`src/rtl/pe_array_sched.sv`:
```
// Job scheduler for a row of NUM_PE processing elements: loads groups of windows,
// paces MAC beats against the input stream, then drains one partial sum per PE.
module pe_array_sched #(
    parameter int NUM_PE = 4,
    parameter int SW     = $clog2(NUM_PE)
) (
    input  logic              clk,
    input  logic              rstn,
    input  logic              start,
    input  logic [7:0]        kernel_size,
    input  logic [15:0]       num_windows,
    input  logic              in_valid,
    output logic              in_ready,
    output logic [NUM_PE-1:0] pe_en,
    output logic              pe_stall,
    output logic [7:0]        pe_kernel_size,
    output logic              out_valid,
    input  logic              out_ready,
    output logic [SW-1:0]     out_sel,
    output logic              busy,
    output logic              done
);

    localparam logic [2:0] IDLE  = 3'd0;
    localparam logic [2:0] LOAD  = 3'd1;
    localparam logic [2:0] MAC   = 3'd2;
    localparam logic [2:0] DRAIN = 3'd3;
    localparam logic [2:0] FIN   = 3'd4;

    logic [2:0]    state_reg, state_next;
    logic [7:0]    ks_reg, ks_next;
    logic [7:0]    cnt_reg, cnt_next;
    logic [15:0]   rem_reg, rem_next;
    logic [SW-1:0] sel_reg, sel_next;
    logic [15:0]   grp;
    logic          beat;
    logic          drain_acc;
    logic          last_drain;

    // Current group size: a full row of PEs, or whatever windows are left.
    assign grp        = (rem_reg >= 16'(NUM_PE)) ? 16'(NUM_PE) : rem_reg;
    assign beat       = (state_reg == MAC) && in_valid;
    assign drain_acc  = (state_reg == DRAIN) && out_ready;
    assign last_drain = drain_acc && (16'(sel_reg) == (grp - 16'd1));

    always_comb begin
        state_next = state_reg;
        ks_next    = ks_reg;
        cnt_next   = cnt_reg;
        rem_next   = rem_reg;
        sel_next   = sel_reg;
        case (state_reg)
            IDLE: begin
                if (start) begin
                    if ((kernel_size != 8'd0) && (num_windows != 16'd0)) begin
                        ks_next    = kernel_size;
                        rem_next   = num_windows;
                        state_next = LOAD;
                    end else begin
                        state_next = FIN;
                    end
                end
            end
            LOAD: begin
                cnt_next   = 8'd0;
                sel_next   = '0;
                state_next = MAC;
            end
            MAC: begin
                if (beat) begin
                    if (cnt_reg == (ks_reg - 8'd1)) begin
                        cnt_next   = 8'd0;
                        state_next = DRAIN;
                    end else begin
                        cnt_next = cnt_reg + 8'd1;
                    end
                end
            end
            DRAIN: begin
                if (last_drain) begin
                    rem_next   = rem_reg - grp;
                    sel_next   = '0;
                    state_next = (rem_reg != grp) ? LOAD : FIN;
                end else if (drain_acc) begin
                    sel_next = sel_reg + SW'(1);
                end
            end
            FIN: begin
                state_next = IDLE;
            end
            default: begin
                state_next = IDLE;
            end
        endcase
    end

    always_ff @(posedge clk or negedge rstn) begin
        if (!rstn) begin
            state_reg <= IDLE;
            ks_reg    <= 8'd0;
            cnt_reg   <= 8'd0;
            rem_reg   <= 16'd0;
            sel_reg   <= '0;
        end else begin
            state_reg <= state_next;
            ks_reg    <= ks_next;
            cnt_reg   <= cnt_next;
            rem_reg   <= rem_next;
            sel_reg   <= sel_next;
        end
    end

    generate
        for (genvar gi = 0; gi < NUM_PE; gi++) begin : g_pe_en
            assign pe_en[gi] = (state_reg == LOAD) && (16'(gi) < grp);
        end
    endgenerate

    assign in_ready       = (state_reg == MAC);
    assign pe_stall       = ((state_reg == MAC) && !in_valid) || (state_reg == DRAIN);
    assign out_valid      = (state_reg == DRAIN);
    assign out_sel        = sel_reg;
    assign pe_kernel_size = ks_reg;
    assign busy           = (state_reg != IDLE);
    assign done           = (state_reg == FIN);

endmodule

```
`config.mk`:
```
export PLATFORM = sky130hd
export DESIGN_NAME = pe_array_sched
export DESIGN_NICKNAME = d
export VERILOG_FILES = /design/src/rtl/pe_array_sched.sv
export SDC_FILE = /design/constraint.sdc
export NUM_CORES = 1
export LEC_CHECK = 0
export ABC_CLOCK_PERIOD_IN_PS = 4100
export CAP_MARGIN = 20
export CORE_MARGIN = 2
export CORE_UTILIZATION = 55
export CTS_BUF_LIST = sky130_fd_sc_hd__clkbuf_2
export DETAILED_ROUTE_END_ITERATION = 8
export GPL_TIMING_DRIVEN = 0
export PLACE_DENSITY = 0.89
export SETUP_SLACK_MARGIN = 0.2
export SYNTH_ARGS = -nofsm -noshare
export SYNTH_HDL_FRONTEND = slang
export SYNTH_SLANG_ARGS = --single-unit
export TNS_END_PERCENT = 1
```
`constraint.sdc`:
```
create_clock -name clk -period 4.1 [get_ports clk]
set_input_delay 0.82 -clock clk [delete_from_list [all_inputs] [get_ports clk]]
set_output_delay 0.82 -clock clk [all_outputs]
set_load 0.01 [all_outputs]
```
==> impl_metrics.json <==
{
  "tightest_slew_ns": 0.848,
  "fp.dieW_um": 73.8,
  "grt_pass1_vias": 2609,
  "wire_per_inst_um": 17.3,
  "fmax_ghz": 0.266,
  "cts_buffers": 5,
  "leakage_nw": 1.35,
  "synth_cell_types": 62,
  "min_path_type": "input port to asynchronous set/reset pin",
  "cts_tree": "built",
  "grtUsageTotal_pct": 29.8,
  "drt_wl_total_um": 7530,
  "hold_buffers": 0,
  "ys_top_cells_by_area": "dfrtp_1, nand2_1, nor2_1",
  "instances_no_fill": 436,
  "drc": 0,
  "synth_seq_cells": 37,
  "antenna_found_initial": 0,
  "end_kind": "primary output",
  "critPathMaxFanout": 4,
  "cts_buffer_depth": 2,
  "netlist_instances": 321,
  "grt_max_degree": 38,
  "synthAdderAreaFrac_pct": 2.81,
  "largest_reg_flops": 16,
  "place_congestion": 0.888,
  "grt_first_pass_wirelength_um": 12400,
  "pre_cts_ws_ns": 0.226,
  "drv_slew": 0,
  "rsz0062_at_grt": "false",
  "initial_core_util_pct": 57.0,
  "first_pass_iters": 4,
  "cts_num_sinks": 37,
  "synth_edf_count": 0,
  "period_share_pct": 91.8,
  "drive_gt1_share_pct": 10.7,
  "crit_path_start_kind": "register",
  "fin_nets": 416,
  "root_buffer": "clkbuf_2",
  "cts_max_level": 2,
  "vdd_drop_max_uv": 338,
  "ios": 48,
  "fin_skew_ns": 0.0135,
  "required_ns": 3.28,
  "synth_top_area_share_pct": 34.6,
  "reg2reg_slack_ns": 0.83,
  "gr-total-overflow": 0,
  "clk_pin_slew_worst_paths_ns": 0.20,
  "postLayoutCoreUtil_pct": 70.9,
  "fin_crit_ns": 3.76,
  "yosys.area.top_type": "dfrtp_1",
  "synth_nets": 356,
  "slew_headroom_pct": 43.4,
  "synth_mux_area_share_pct": 0.748,
  "viasPerCell": 6.30,
  "synth_warnings": 0,
  "hpwl_um": 5580,
  "worst_slack_ns": 0.336,
  "cap_viol_max_count": 0,
  "worstPathArrival_ns": 2.94,
  "synth-simple-area-share_pct": 29.7,
  "core-area_um2": 4690,
  "rows": 25,
  "num_antenna_cells": 0,
  "clk-insertion-delay-late_ns": 0.40,
  "vias": 2746,
  "ys_async_sr_fraction_pct": 100,
  "setup_violations": 0,
  "dp.cells": 422,
  "power_density_nw_per_um2": 577,
  "setup_tns_ns": 0,
  "synth_top_family_by_area": "simple AND/OR/NAND/NOR gates",
  "die_y_um": 73.8,
  "die_area_um2": 5440,
  "synth-main-ff-cell": "dfrtp_1",
  "syn2layout_area_growth_pct": 24.3,
  "power_mw": 1.92,
  "timing_hold_violations_final": 0,
  "worstSetupPathType": "register to primary output",
  "synth_compound_area_share_pct": 21.9,
  "status": "finished clean",
  "portBuffers": 47,
  "avgSynthCellArea_um2": 8.34,
  "synth_area_um2": 2680,
  "drt_iter0_drc": 210,
  "yosysSeqAreaShare_pct": 34.6,
  "synth_xor_area_share_pct": 5.89,
  "ant_nets": 0
}
==> critical path: stages, from the launching register on <==
cell and delay, ns:
dfrtp_2 0.48, nor4_4 0.38, nand3_2 0.18, nor2_4 0.18, nand2_1 0.12, ha_1 0.26
a21oi_1 0.17, a21boi_0 0.22, clkdlybuf4s50_1 0.57
==> placed cells by master (no fill, tap or decap), types with 3 or more instances in the layout <==
cell type,n
clkdlybuf4s50_1,46
o311ai_1,3
nand2b_1,5
nor2_1,24
a21oi_1,19
xor2_1,9
o21ai_0,10
inv_1,10
nor3_1,13
nand2_1,49
dfrtp_1,35
buf_4,7
buf_2,7
o21ai_1,5
nor4_1,9
nand3_1,4
nor2b_1,3
o22ai_1,5
ha_1,6
clkbuf_1,9
a32oi_1,3
and2_1,4
and3_1,4
a21boi_1,4
xnor2_1,9
a211oi_1,4
o221a_1,3
nand3b_1,3
clkbuf_2,6
or3_1,3
nand4_1,11
a31oi_1,3
==> area by class of cell <==
type                       count  area (um^2)
timing repair buffer          53          510
inverter                      11         41.3
buffer                        16         71.3
sequential                    37          928
multi-input combinational    257         1670
fill                         383         1370
clock buffer                   6         30.0
clock inverter                 2         10.0
tap                           54         67.6
==> synthesized netlist by cell type, drive strengths merged (2+ instances only) <==
cell type,count
a31oi,3
o21ai,15
clkbuf,9
o221a,3
ha,6
xnor2,9
o211ai,2
mux2i,2
a21oi,20
nor2b,3
a21boi,5
inv,11
nor2,27
dfrtp,37
xor2,9
o21bai,2
nand4,11
nand4b,2
or3,3
a32oi,3
a2111oi,2
and2,4
or2,2
a211oi,5
nand3b,3
a311oi,2
nor4,10
nor3,15
nand3,6
buf,7
o31ai,2
nand2,50
o22ai,5
nand2b,5
and3,4
o311ai,4
==> kinds of logic after synthesis <==
group | after synthesis
compound gates | 80
simple gates | 150
buf+inv | 27
other cells | 1
flops | 37
xor+xnor | 18
fa+ha+maj | 6
mux | 2
==> what timing repair did <==
| action | CTS | global route |
|---|---|---|
| gates resized for setup | 2 | 7 |
| setup endpoints to repair | 3 | 1 |
| pin swaps | 2 | 2 |
| endpoints found under the hold margin | 0 | 0 |
| setup buffers | 3 | 3 |
==> metrics by stage <==
stage               instance area [um^2]  hold slack [ns]
floorplan                           2680            0.504
global placement                    3210            0.527
detailed placement                  3210            0.534
CTS                                 3280            0.506
global route                        3330            0.542
finish                              3330            0.492
==> metal layers <==
layer / vias to the layer above / GRT usage, % / part of all wire, %
met2: 118 / 48.0 / 47
met4: 0 / 11.9 / 2.3
met3: 22 / 4.66 / 6.0
met5: - / 0 / 0
met1: 1310 / 40.1 / 44
li1: 1296 / - / -
==> where the power goes <==
| group | switching (mW) | internal, mW |
|---|---|---|
| sequential | 0.186 | 0.491 |
| clock | 0.128 | 0.0428 |
| combinational | 0.594 | 0.480 |
| total | 0.907 | 1.01 |
==> path summary, 6_finish.rpt <==
kind / endpoint / startpoint / cells after the start
setup / recovery: pe_en[1] / rem_reg[7] / 8
hold / removal: pe_kernel_size[4] / rstn / 1
setup reg to reg: rem_reg[4] / rem_reg[7] / 11
hold reg to reg: rem_reg[15] / rem_reg[15] / 2
max in group asynchronous: rem_reg[7] / rstn / 1
min in group clk: rem_reg[15] / rem_reg[15] / 2
Power figures use the tool's default switching activity.
==> patch, RTL diff (same flow settings) <==
Change the parameter `NUM_PE` from 4 to 2.
--- a/src/rtl/pe_array_sched.sv
+++ b/src/rtl/pe_array_sched.sv
@@ -3,3 +3,3 @@
 module pe_array_sched #(
-    parameter int NUM_PE = 4,
+    parameter int NUM_PE = 2,
     parameter int SW     = $clog2(NUM_PE)
Ports: changed (resized out_sel and pe_en); port bits go from 48 to 45. The function was not compared with the original's and may differ.
==> patch against the unedited design <==
Count of clock-buffer cells in the layout unchanged; wire length decreased by 8.4%; setup slack improved by 0.050 ns; synthesized area fell by 7.6%; final cell count shrank 11%; register-to-register slack worse by 0.08 ns; power is 0.13% higher; highest routed layer unchanged; sequential share of layout area rose by 1.6 points; critical endpoint is now pe_en[0]; via count is 7.0% lower; worst hold slack worse by 0.029 ns; cell area down 8.1%; sequential cell count shrank 1.
==> patch: results (changes against the unedited design) <==
largest net degree at the start of global routing 37 (-2.6%); Compound-Gate Fraction of Synth Area 0.216 (-0.00277); gpl congestion 0.892 (+0.44%); synth warn 0 (unchanged); GRT Total Usage 0.289 (-0.00937); leakage power 1.26 nW (-6.7%); Port Buffers 44 (-6.4%); outcome completed; CP Max Fanout 8 (+4); DP Cell Count 380 (-10%); Yosys cell types 60 (-3.2%); # fillers 342 (-11%); Worst Clk Skew 0.0147 ns (+0.00130 ns); synthesized netlist cell count 284 (-12%); DRT iter0 DRCs 173 (-18%); CP max-delay cell clkdlybuf4s50_1; share of cells above drive strength 1 0.0801 (-0.0272); H-Tree Depth 2 (unchanged); crit path DAT 2.89 ns (-0.05 ns); drt first pass iters 6 (+2); largest cells by area after synthesis dfrtp_1 36%, nand2_1 5.2%, xnor2_1 3.9%, nor2_1 2.9%, nor4_1 2.8%; first-pass GRT wire length 11.7 mm (-6.1%); number of nets in the layout 370 (-11%); most instantiated cells after synthesis 36 x dfrtp_1, 34 x nand2_1, 19 x nor2_1, 13 x inv_1, 13 x nor3_1; CTS max path bufs 2 (unchanged); Post-Synth Adder-Cell Area 0.0253 (-0.00276); vias in the first global route 2475 (-5.1%); Root Buffer Master clkbuf_2; CP delay by family, top simple AND/OR/NAND/NOR gates; final non-filler cell total 389 (-11%); Syn Nets 318 (-11%); switching part of the total 0.447 (-0.0257); postcts setup bufs 1 (-2); relative slew slack 0.466 (+0.0316); Skew-Pair Late Insertion Delay 0.41 ns; DP HPWL 4.91 mm (-12%); post-cts sizing count 0 (-2); post-synthesis sequential area ratio 0.364 (+0.0182); Max stage delay on crit path 0.56 ns; mux share of post-synthesis cell area 0.0101 (+0.00264); pre-CTS setup slack 0.424 ns (+0.197 ns); Post-synth EDFFs 0 (unchanged); Placement Cell Area 0.00297 mm2 (-7.3%); ys flop type dfrtp_1; Yosys top cell area share 0.364 (+0.0182); post-synthesis xor/xnor area fraction 0.0567 (-0.00225); WL final 6.90 mm (-8.4%); via count 2554 (-7.0%); max reg flops 16 (unchanged); Max VDD drop 362 uV (+7.1%)
patch: changes by cell type in the layout (fill, tap and decap cells not counted), sizes merged, moves of 4 or more:
| cell | change |
|---|---|
| nand4 | -6 |
| o311ai | -4 |
| a21oi | -15 |
| buf | -9 |
| nor2 | -8 |
| a211oi | +5 |
| clkdlybuf4s50 | -4 |
| nand2 | -16 |
| or4 | +4 |
| a21boi | -5 |
| xor2 | -4 |
| a22oi | +4 |
patch: area by class of cell:
cell class                 instances  area, um2  share of cell area
multi-input combinational        219       1460               0.477
clock inverter                     2       35.0              0.0115
tap                               52       65.1              0.0213
inverter                          14       52.6              0.0172
timing repair buffer              45        445               0.146
sequential                        36        901               0.295
buffer                            15       68.8              0.0225
clock buffer                       6       30.0             0.00983
patch: metal layers:
metal | routed length (um) | up-vias | track usage
li1 | - | 1171 | -
met1 | 2770 | 1201 | 0.382
met2 | 3420 | 156 | 0.480
met3 | 534 | 26 | 0.0399
met4 | 178 | 0 | 0.117
met5 | 0 | - | 0
patch: worst paths after layout:
path / to / depth (start not counted) / from / slack, ns
hold / removal: rem_reg[10] / 1 / rstn / 0.46
min in group clk: rem_reg[15] / 1 / rem_reg[15] / 0.55
setup / recovery: pe_en[0] / 7 / rem_reg[6] / 0.39
max in group asynchronous: rem_reg[14] / 1 / rstn / 3.14
setup reg to reg: rem_reg[7] / 10 / rem_reg[6] / 0.75
hold reg to reg: rem_reg[15] / 1 / rem_reg[15] / 0.55
patch: power by group through the flow:
stage | clock network, mW | logic [mW] | registers, mW
detailed placement | 0 | 1.01 | 0.653
CTS | 0.236 | 1.02 | 0.647
global route | 0.251 | 1.13 | 0.672
global placement | 0 | 0.978 | 0.646
finish | 0.238 | 1.03 | 0.655
floorplan | 0 | 0.662 | 0.627
